[src/rtl/sevenseg_pkg.sv]
// Shared constants, state encoding and segment table for the six-digit 7-segment scanner.
// Leading-zero blanking helper is used only when SEVENSEG_LZ_BLANK_EN is defined.
package sevenseg_pkg;

   localparam int NUM_DIGITS = 6;
   localparam logic [6:0] SEG_OFF = 7'h7f;
   localparam logic [5:0] SEL_OFF = 6'h3f;

   typedef enum logic {
      StGap,
      StShow
   } state_e;

   // Active-low g..a patterns, index 15 first.
   localparam logic [15:0][6:0] SEG_TABLE = {
      7'h0e, 7'h06, 7'h21, 7'h46, 7'h03, 7'h08, 7'h10, 7'h00,
      7'h78, 7'h02, 7'h12, 7'h19, 7'h30, 7'h24, 7'h79, 7'h40
   };

   // Digit k (k>=1) is blanked while it and every higher digit is zero or disabled.
   function automatic logic [NUM_DIGITS-1:0] lz_blank(
      input logic [NUM_DIGITS-1:0][3:0] dig,
      input logic [NUM_DIGITS-1:0]      en
   );
      logic                  zero_run;
      logic [NUM_DIGITS-1:0] res;
      res      = en;
      zero_run = 1'b1;
      for (int k = NUM_DIGITS - 1; k >= 1; k--) begin
         zero_run = zero_run & ((dig[k] == 4'h0) | ~en[k]);
         if (zero_run) res[k] = 1'b0;
      end
      return res;
   endfunction

endpackage

[src/rtl/hex7seg_decode.sv]
// Combinational hex digit to active-low 7-segment pattern (bit0 = segment a).
module hex7seg_decode (
   input  logic [3:0] value,
   output logic [6:0] pattern
);
   import sevenseg_pkg::*;

   assign pattern = SEG_TABLE[value];

endmodule

[src/rtl/sevenseg_scanner.sv]
// Double-buffered, time-multiplexed six-digit 7-segment driver with per-slot blanking gap.
// Optional build macro: SEVENSEG_LZ_BLANK_EN (blank leading zeros when the shadow is loaded).
module sevenseg_scanner #(
   parameter int unsigned DIGIT_CYCLES = 1000,
   parameter int unsigned GAP_CYCLES   = 50
) (
   input  logic        clk,
   input  logic        rst_n,
   input  logic        load,
   input  logic [23:0] digits,
   input  logic [5:0]  dp,
   input  logic [5:0]  en,
   output logic [7:0]  seg,
   output logic [5:0]  sel_n,
   output logic        frame_done
);
   import sevenseg_pkg::*;

   localparam int CNT_W = (DIGIT_CYCLES > 1) ? $clog2(DIGIT_CYCLES) : 1;
   localparam logic [CNT_W-1:0] CNT_LAST = CNT_W'(DIGIT_CYCLES - 1);
   localparam logic [CNT_W-1:0] GAP_LAST = CNT_W'(GAP_CYCLES - 1);
   localparam logic [2:0]       IDX_LAST = 3'(NUM_DIGITS - 1);

   logic [CNT_W-1:0] cnt_q, cnt_d;
   logic [2:0]       idx_q, idx_d;
   state_e           state_q, state_d;

   logic [NUM_DIGITS-1:0][3:0] pend_dig_q, shadow_dig_q, shadow_dig_d;
   logic [NUM_DIGITS-1:0]      pend_dp_q, pend_en_q, pend_q;
   logic [NUM_DIGITS-1:0]      shadow_dp_q, shadow_dp_d, shadow_en_q, shadow_en_d;
   logic                       pend_flag_q;

   logic       slot_last, frame_last;
   logic [3:0] cur_digit;
   logic [6:0] cur_pattern;
   logic [7:0] seg_d;
   logic [5:0] sel_n_d;

   assign pend_q = pend_en_q;

   always_comb begin
      slot_last  = (cnt_q == CNT_LAST);
      frame_last = slot_last && (idx_q == IDX_LAST);
      cnt_d      = slot_last ? '0 : cnt_q + CNT_W'(1);
      idx_d      = idx_q;
      if (slot_last) idx_d = (idx_q == IDX_LAST) ? 3'd0 : idx_q + 3'd1;

      state_d = state_q;
      case (state_q)
         StGap:   if (cnt_q == GAP_LAST) state_d = StShow;
         StShow:  if (slot_last) state_d = StGap;
         default: state_d = StGap;
      endcase

      shadow_dig_d = shadow_dig_q;
      shadow_dp_d  = shadow_dp_q;
      shadow_en_d  = shadow_en_q;
      if (frame_last && pend_flag_q) begin
         shadow_dig_d = pend_dig_q;
         shadow_dp_d  = pend_dp_q;
`ifdef SEVENSEG_LZ_BLANK_EN
         shadow_en_d  = lz_blank(pend_dig_q, pend_q);
`else
         shadow_en_d  = pend_q;
`endif
      end
   end

   // Outputs are registered from next-state values so select and data switch together.
   assign cur_digit = shadow_dig_d[idx_d];

   hex7seg_decode u_decode (
      .value   (cur_digit),
      .pattern (cur_pattern)
   );

   always_comb begin
      sel_n_d = SEL_OFF;
      seg_d   = {1'b1, SEG_OFF};
      if (state_d == StShow && shadow_en_d[idx_d]) begin
         sel_n_d[idx_d] = 1'b0;
         seg_d          = {~shadow_dp_d[idx_d], cur_pattern};
      end
   end

   always_ff @(posedge clk) begin
      if (!rst_n) begin
         cnt_q        <= '0;
         idx_q        <= 3'd0;
         state_q      <= StGap;
         pend_dig_q   <= '0;
         pend_dp_q    <= '0;
         pend_en_q    <= '0;
         pend_flag_q  <= 1'b0;
         shadow_dig_q <= '0;
         shadow_dp_q  <= '0;
         shadow_en_q  <= '0;
         seg          <= {1'b1, SEG_OFF};
         sel_n        <= SEL_OFF;
         frame_done   <= 1'b0;
      end else begin
         cnt_q        <= cnt_d;
         idx_q        <= idx_d;
         state_q      <= state_d;
         shadow_dig_q <= shadow_dig_d;
         shadow_dp_q  <= shadow_dp_d;
         shadow_en_q  <= shadow_en_d;
         seg          <= seg_d;
         sel_n        <= sel_n_d;
         frame_done   <= frame_last;
         // A load on the boundary wins: the old pending moves to shadow, the new one waits.
         if (load) begin
            pend_dig_q  <= digits;
            pend_dp_q   <= dp;
            pend_en_q   <= en;
            pend_flag_q <= 1'b1;
         end else if (frame_last) begin
            pend_flag_q <= 1'b0;
         end
      end
   end

endmodule

[config.mk]
export PLATFORM = sky130hd
export DESIGN_NAME = sevenseg_scanner
export DESIGN_NICKNAME = d
export VERILOG_FILES = /design/src/rtl/sevenseg_pkg.sv /design/src/rtl/hex7seg_decode.sv /design/src/rtl/sevenseg_scanner.sv
export SDC_FILE = /design/constraint.sdc
export NUM_CORES = 1
export LEC_CHECK = 0
export CAP_MARGIN = 20
export CORE_UTILIZATION = 35
export CTS_BUF_LIST = sky130_fd_sc_hd__clkbuf_4 sky130_fd_sc_hd__clkbuf_8
export CTS_CLUSTER_DIAMETER = 50
export DETAILED_ROUTE_END_ITERATION = 6
export GPL_TIMING_DRIVEN = 0
export PLACE_DENSITY = 0.54
export SLEW_MARGIN = 10
export SYNTH_ARGS = -nofsm -noshare
export SYNTH_HDL_FRONTEND = slang
export SYNTH_SLANG_ARGS = --single-unit
[constraint.sdc]
create_clock -name clk -period 3.4 [get_ports clk]
set_input_delay 0.51 -clock clk [delete_from_list [all_inputs] [get_ports clk]]
set_output_delay 0.51 -clock clk [all_outputs]
set_load 0.02 [all_outputs]
==> results.yml, run 1 <==
run_status:
  outcome: "completed"
power_and_ir_drop:
  internal_power_mw: 1.739
  clkPwrFrac_pct: 38.5
  sequentialPowerShare_pct: 55.2
  power.leakage_nw: 2.149
  p_comb_share_pct: 6.3
  ir_drop_mv: 0.1681
  swShare_pct: 22.87
  power.switching_mw: 0.5155
  p_per_area_mw_per_mm2: 392.6
die:
  initial_core_util_pct: 35.71
  core_area_sq_mm: 0.01319
  die_x_microns: 118.0
  die_h_microns: 118.0
  num_rows: 42
  ios: 54
  dieArea_sq_mm: 0.01393
placed_design:
  dp_hpwl_mm: 8.124
  gp_congestion: 0.8493
  pre_cts_ws_ns: -0.1065
  dp.cells: 704
  portBuffers: 52
  place_area_sq_mm: 0.005451
detailed_routing:
  via_per_inst: 4.918
  wire_per_inst_microns: 15.81
  wirelength_mm: 11.42
  firstDrtPassIters: 4
  drtIter0Drc: 189
  vias: 3551
  drc: 0
  postRouteAntennaNets: 0
timing:
  rsz0062_at_grt: "false"
  fmax_ghz: 0.3129
  timing.final.ws_setup_ns: 0.2036
  post-route-period-util_pct: 94.01
  hold_violations: 0
  worst_pin_slew_ns: 0.9420
  setup_viol: 0
  slew_viol_final: 0
  maxSlewHeadroom_pct: 37.20
  fin_crit_ns: 3.196
  skew_ns: 0.008640
clock_network:
  cts_buffers: 9
  clock_latency_ns: 0.40
  path_clk_slew_ns: 0.10
  cts_max_level: 3
  cts-hold-fix-buffers: 0
  cts_tree: "yes"
  cts_sinks: 102
  root_buffer: "clkbuf_8"
  clock_path_buffers: 2
worst_setup_path:
  crit_path_start_kind: "flip-flop"
  critPathMostFrequentCell: "nor4_4"
  arrival_ns: 3.48
  crit_type: "reg -> reg"
  r2r_start: "cnt_q[0]"
  r2r_cells: 11
  path_max_fanout: 9
  crit_required_ns: 3.69
  crit_start: "cnt_q[0]"
  crit_chain: "ha_4 > nand4_1 > nor4_4 > buf_6 > buf_4 > mux2i_1 > o22ai_1 > nor4_4 > nand2b_1 > o221ai_1 > nand2_1"
  r2r_setup_slack_ns: 0.20
  r2r-end: "seg[0]"
  cpPeakStageDelay_ns: 0.65
  end_kind: "flip-flop"
  crit_slowest_cell: "nor4_4"
global_routing:
  first_global_vias: 3586
  grt_pass1_wl_mm: 18.51
  antenna_found_initial: 0
  grt.total_usage_pct: 17.44
  grt-ovfl-total: 0
  grt_max_degree: 17
yosys:
  yosys-top-cells-count: "102 x dfxtp_1, 66 x mux2i_1, 66 x nor2b_1"
  synth_fa_ha_area_share_pct: 2.125
  ys_top_cells_by_area: "dfxtp_1 43%, mux2i_1 14%, nor2b_1 8.8%, nand2_1 3.7%, a21boi_0 2.4%"
  synth_top_family_by_area: "simple AND/OR/NAND/NOR gates"
  postSynthAreaPerCell_sq_um: 9.897
  synth_top_area_share_pct: 43.35
  synthArstFlopShare_pct: 0
  synth_top_area_cell: "dfxtp_1"
  synth.distinct_cells: 63
  synth_seq_cells: 102
  ys_warn_count: 0
  synth_edf_count: 0
  synth.most_common_cell: "dfxtp_1"
  synthSimpleGateAreaFrac_pct: 22.55
  synth.area.mux_share_pct: 15.94
  synth-xor-area-share_pct: 1.859
  synth_compound_area_share_pct: 9.748
  postSynthCellCount: 476
  synth_flop_cell: "dfxtp_1"
  synthesis.area_sq_mm: 0.004711
  syn-num-nets: 523
  ys_seq_area_share_pct: 43.35
final_layout:
  layout.cells.non_filler: 722
  stdcell_area_sq_mm: 0.005743
  final_layout_size_suffix_gt1_share_pct: 10.81
  n_fill_cell: 1272
  area_delta_synth_final_pct: 21.91
  antennaDiodeCount: 0
  layout.nets: 588
worst_hold_path:
  min_from: "state_q"
  holdPathStages: 1
  whs_endpoint: "state_q"
  hold_class: "reg -> reg"
flow_run:
  drv_cap: 0
==> placed cells by master (no fill, tap or decap), types with 6 or more instances in the layout <==
master,Yosys,routed
a21boi_0,15,15
a21oi_1,11,11
clkbuf_1,15,15
clkbuf_8,0,10
clkdlybuf4s50_1,0,52
dfxtp_1,102,100
ha_1,8,7
inv_1,7,7
mux2_2,6,6
mux2i_1,66,64
nand2_1,46,46
nand3_1,8,8
nor2_1,16,16
nor2b_1,66,66
o21ai_0,8,8
==> worst max-delay path by stage <==
stage | slack, ns | end
floorplan | 0.36 | seg[0]
global placement | -0.08 | seg[0]
detailed placement | -0.11 | seg[0]
CTS | 0.004 | seg[0]
global route | 0.02 | seg[0]
finish | 0.20 | seg[0]
==> critical path, delay by kind of cell (launching register included) <==
kind                     cells  cell delay (ns)
AO/OA/AOI/OAI                2             0.39
adder cells (fa/ha/maj)      1             0.18
AND/OR/NAND/NOR              5             1.48
buffers and inverters        2             0.34
flip-flops                   1             0.39
multiplexers                 1             0.29
==> logic make-up after synthesis <==
group,after synthesis
and+or+nand+nor,181
muxes,73
AOI/OAI and AO/OA,65
DFF,102
xor gates and xnor gates,10
buffers and inverters,37
adders and majority gates,8
==> registers in the layout, summed over array words and instances (netlist names) <==
| name | flops |
|---|---|
| sel_n | 6 |
| pend_dig_q | 24 |
| shadow_dig_q | 24 |
| state_q | 1 |
| idx_q | 3 |
| pend_dp_q | 6 |
| pend_en_q | 6 |
| pend_flag_q | 1 |
| shadow_en_q | 6 |
| seg | 8 |
| cnt_q | 10 |
| frame_done | 1 |
| shadow_dp_q | 6 |
==> timing repair <==
| item | in CTS | in global routing |
|---|---|---|
| endpoints found under the setup margin | 2 | 5 |
| buffers inserted | 1 | 1 |
| pin swaps | 1 | 1 |
| resized for setup | 1 | 10 |
==> cell type report <==
class	count	area (sq um)	share of cell area, %
inverter	7	26.28	0.4575
clock inverter	6	85.08	1.481
clock buffer	10	137.6	2.397
sequential	102	2047	35.64
timing repair buffer	54	535.5	9.325
buffer	30	185.2	3.224
multi-input combinational	337	2506	43.64
tap	176	220.2	3.834
==> power groups by stage <==
stage	Clock [mW]	Sequential, mW	Combinational, mW
CTS	0.896	1.24	0.143
global placement	0	1.27	0.140
finish	0.869	1.24	0.142
floorplan	0	1.26	0.0760
detailed placement	0	1.27	0.143
global route	0.940	1.25	0.155
==> per-layer routing <==
metal	track usage, %	up-vias	wire (microns)
li1	-	1783	-
met1	22.05	1663	5512
met2	27.28	84	5021
met3	4.070	21	545
met4	9.696	0	336
met5	0	-	0
==> through the flow <==
step / hold slack [ns] / total power [mW] / util [%] / TNS [ns]
final: 0.4569 / 2.254 / 43.54 / 0
after global routing: 0.4847 / 2.343 / 43.54 / 0
after CTS: 0.4626 / 2.281 / 43.09 / 0
after detailed placement: 0.4466 / 1.412 / 41.33 / -0.1116
after global placement: 0.4461 / 1.409 / 41.33 / -0.07699
after floorplan: 0.4258 / 1.338 / - / 0
Power figures use the tool's default switching activity.
==> run 2, diff against run 1 <==
--- a/config.mk
+++ b/config.mk
@@ -5,7 +5,6 @@
 export SDC_FILE = /design/constraint.sdc
 export NUM_CORES = 1
 export LEC_CHECK = 0
-export CAP_MARGIN = 20
 export CORE_UTILIZATION = 35
 export CTS_BUF_LIST = sky130_fd_sc_hd__clkbuf_4 sky130_fd_sc_hd__clkbuf_8
 export CTS_CLUSTER_DIAMETER = 50
==> results of run 2 <==
No change in the layout: final DEF, timing and power equal those of run 1.
==> run 3, diff against run 2 <==
--- a/config.mk
+++ b/config.mk
@@ -7,7 +7,7 @@
 export LEC_CHECK = 0
 export CORE_UTILIZATION = 35
 export CTS_BUF_LIST = sky130_fd_sc_hd__clkbuf_4 sky130_fd_sc_hd__clkbuf_8
-export CTS_CLUSTER_DIAMETER = 50
+export CTS_CLUSTER_DIAMETER = 40
 export DETAILED_ROUTE_END_ITERATION = 6
 export GPL_TIMING_DRIVEN = 0
 export PLACE_DENSITY = 0.54
==> results of run 3 <==
No change in the layout: final DEF, timing and power equal those of run 1.
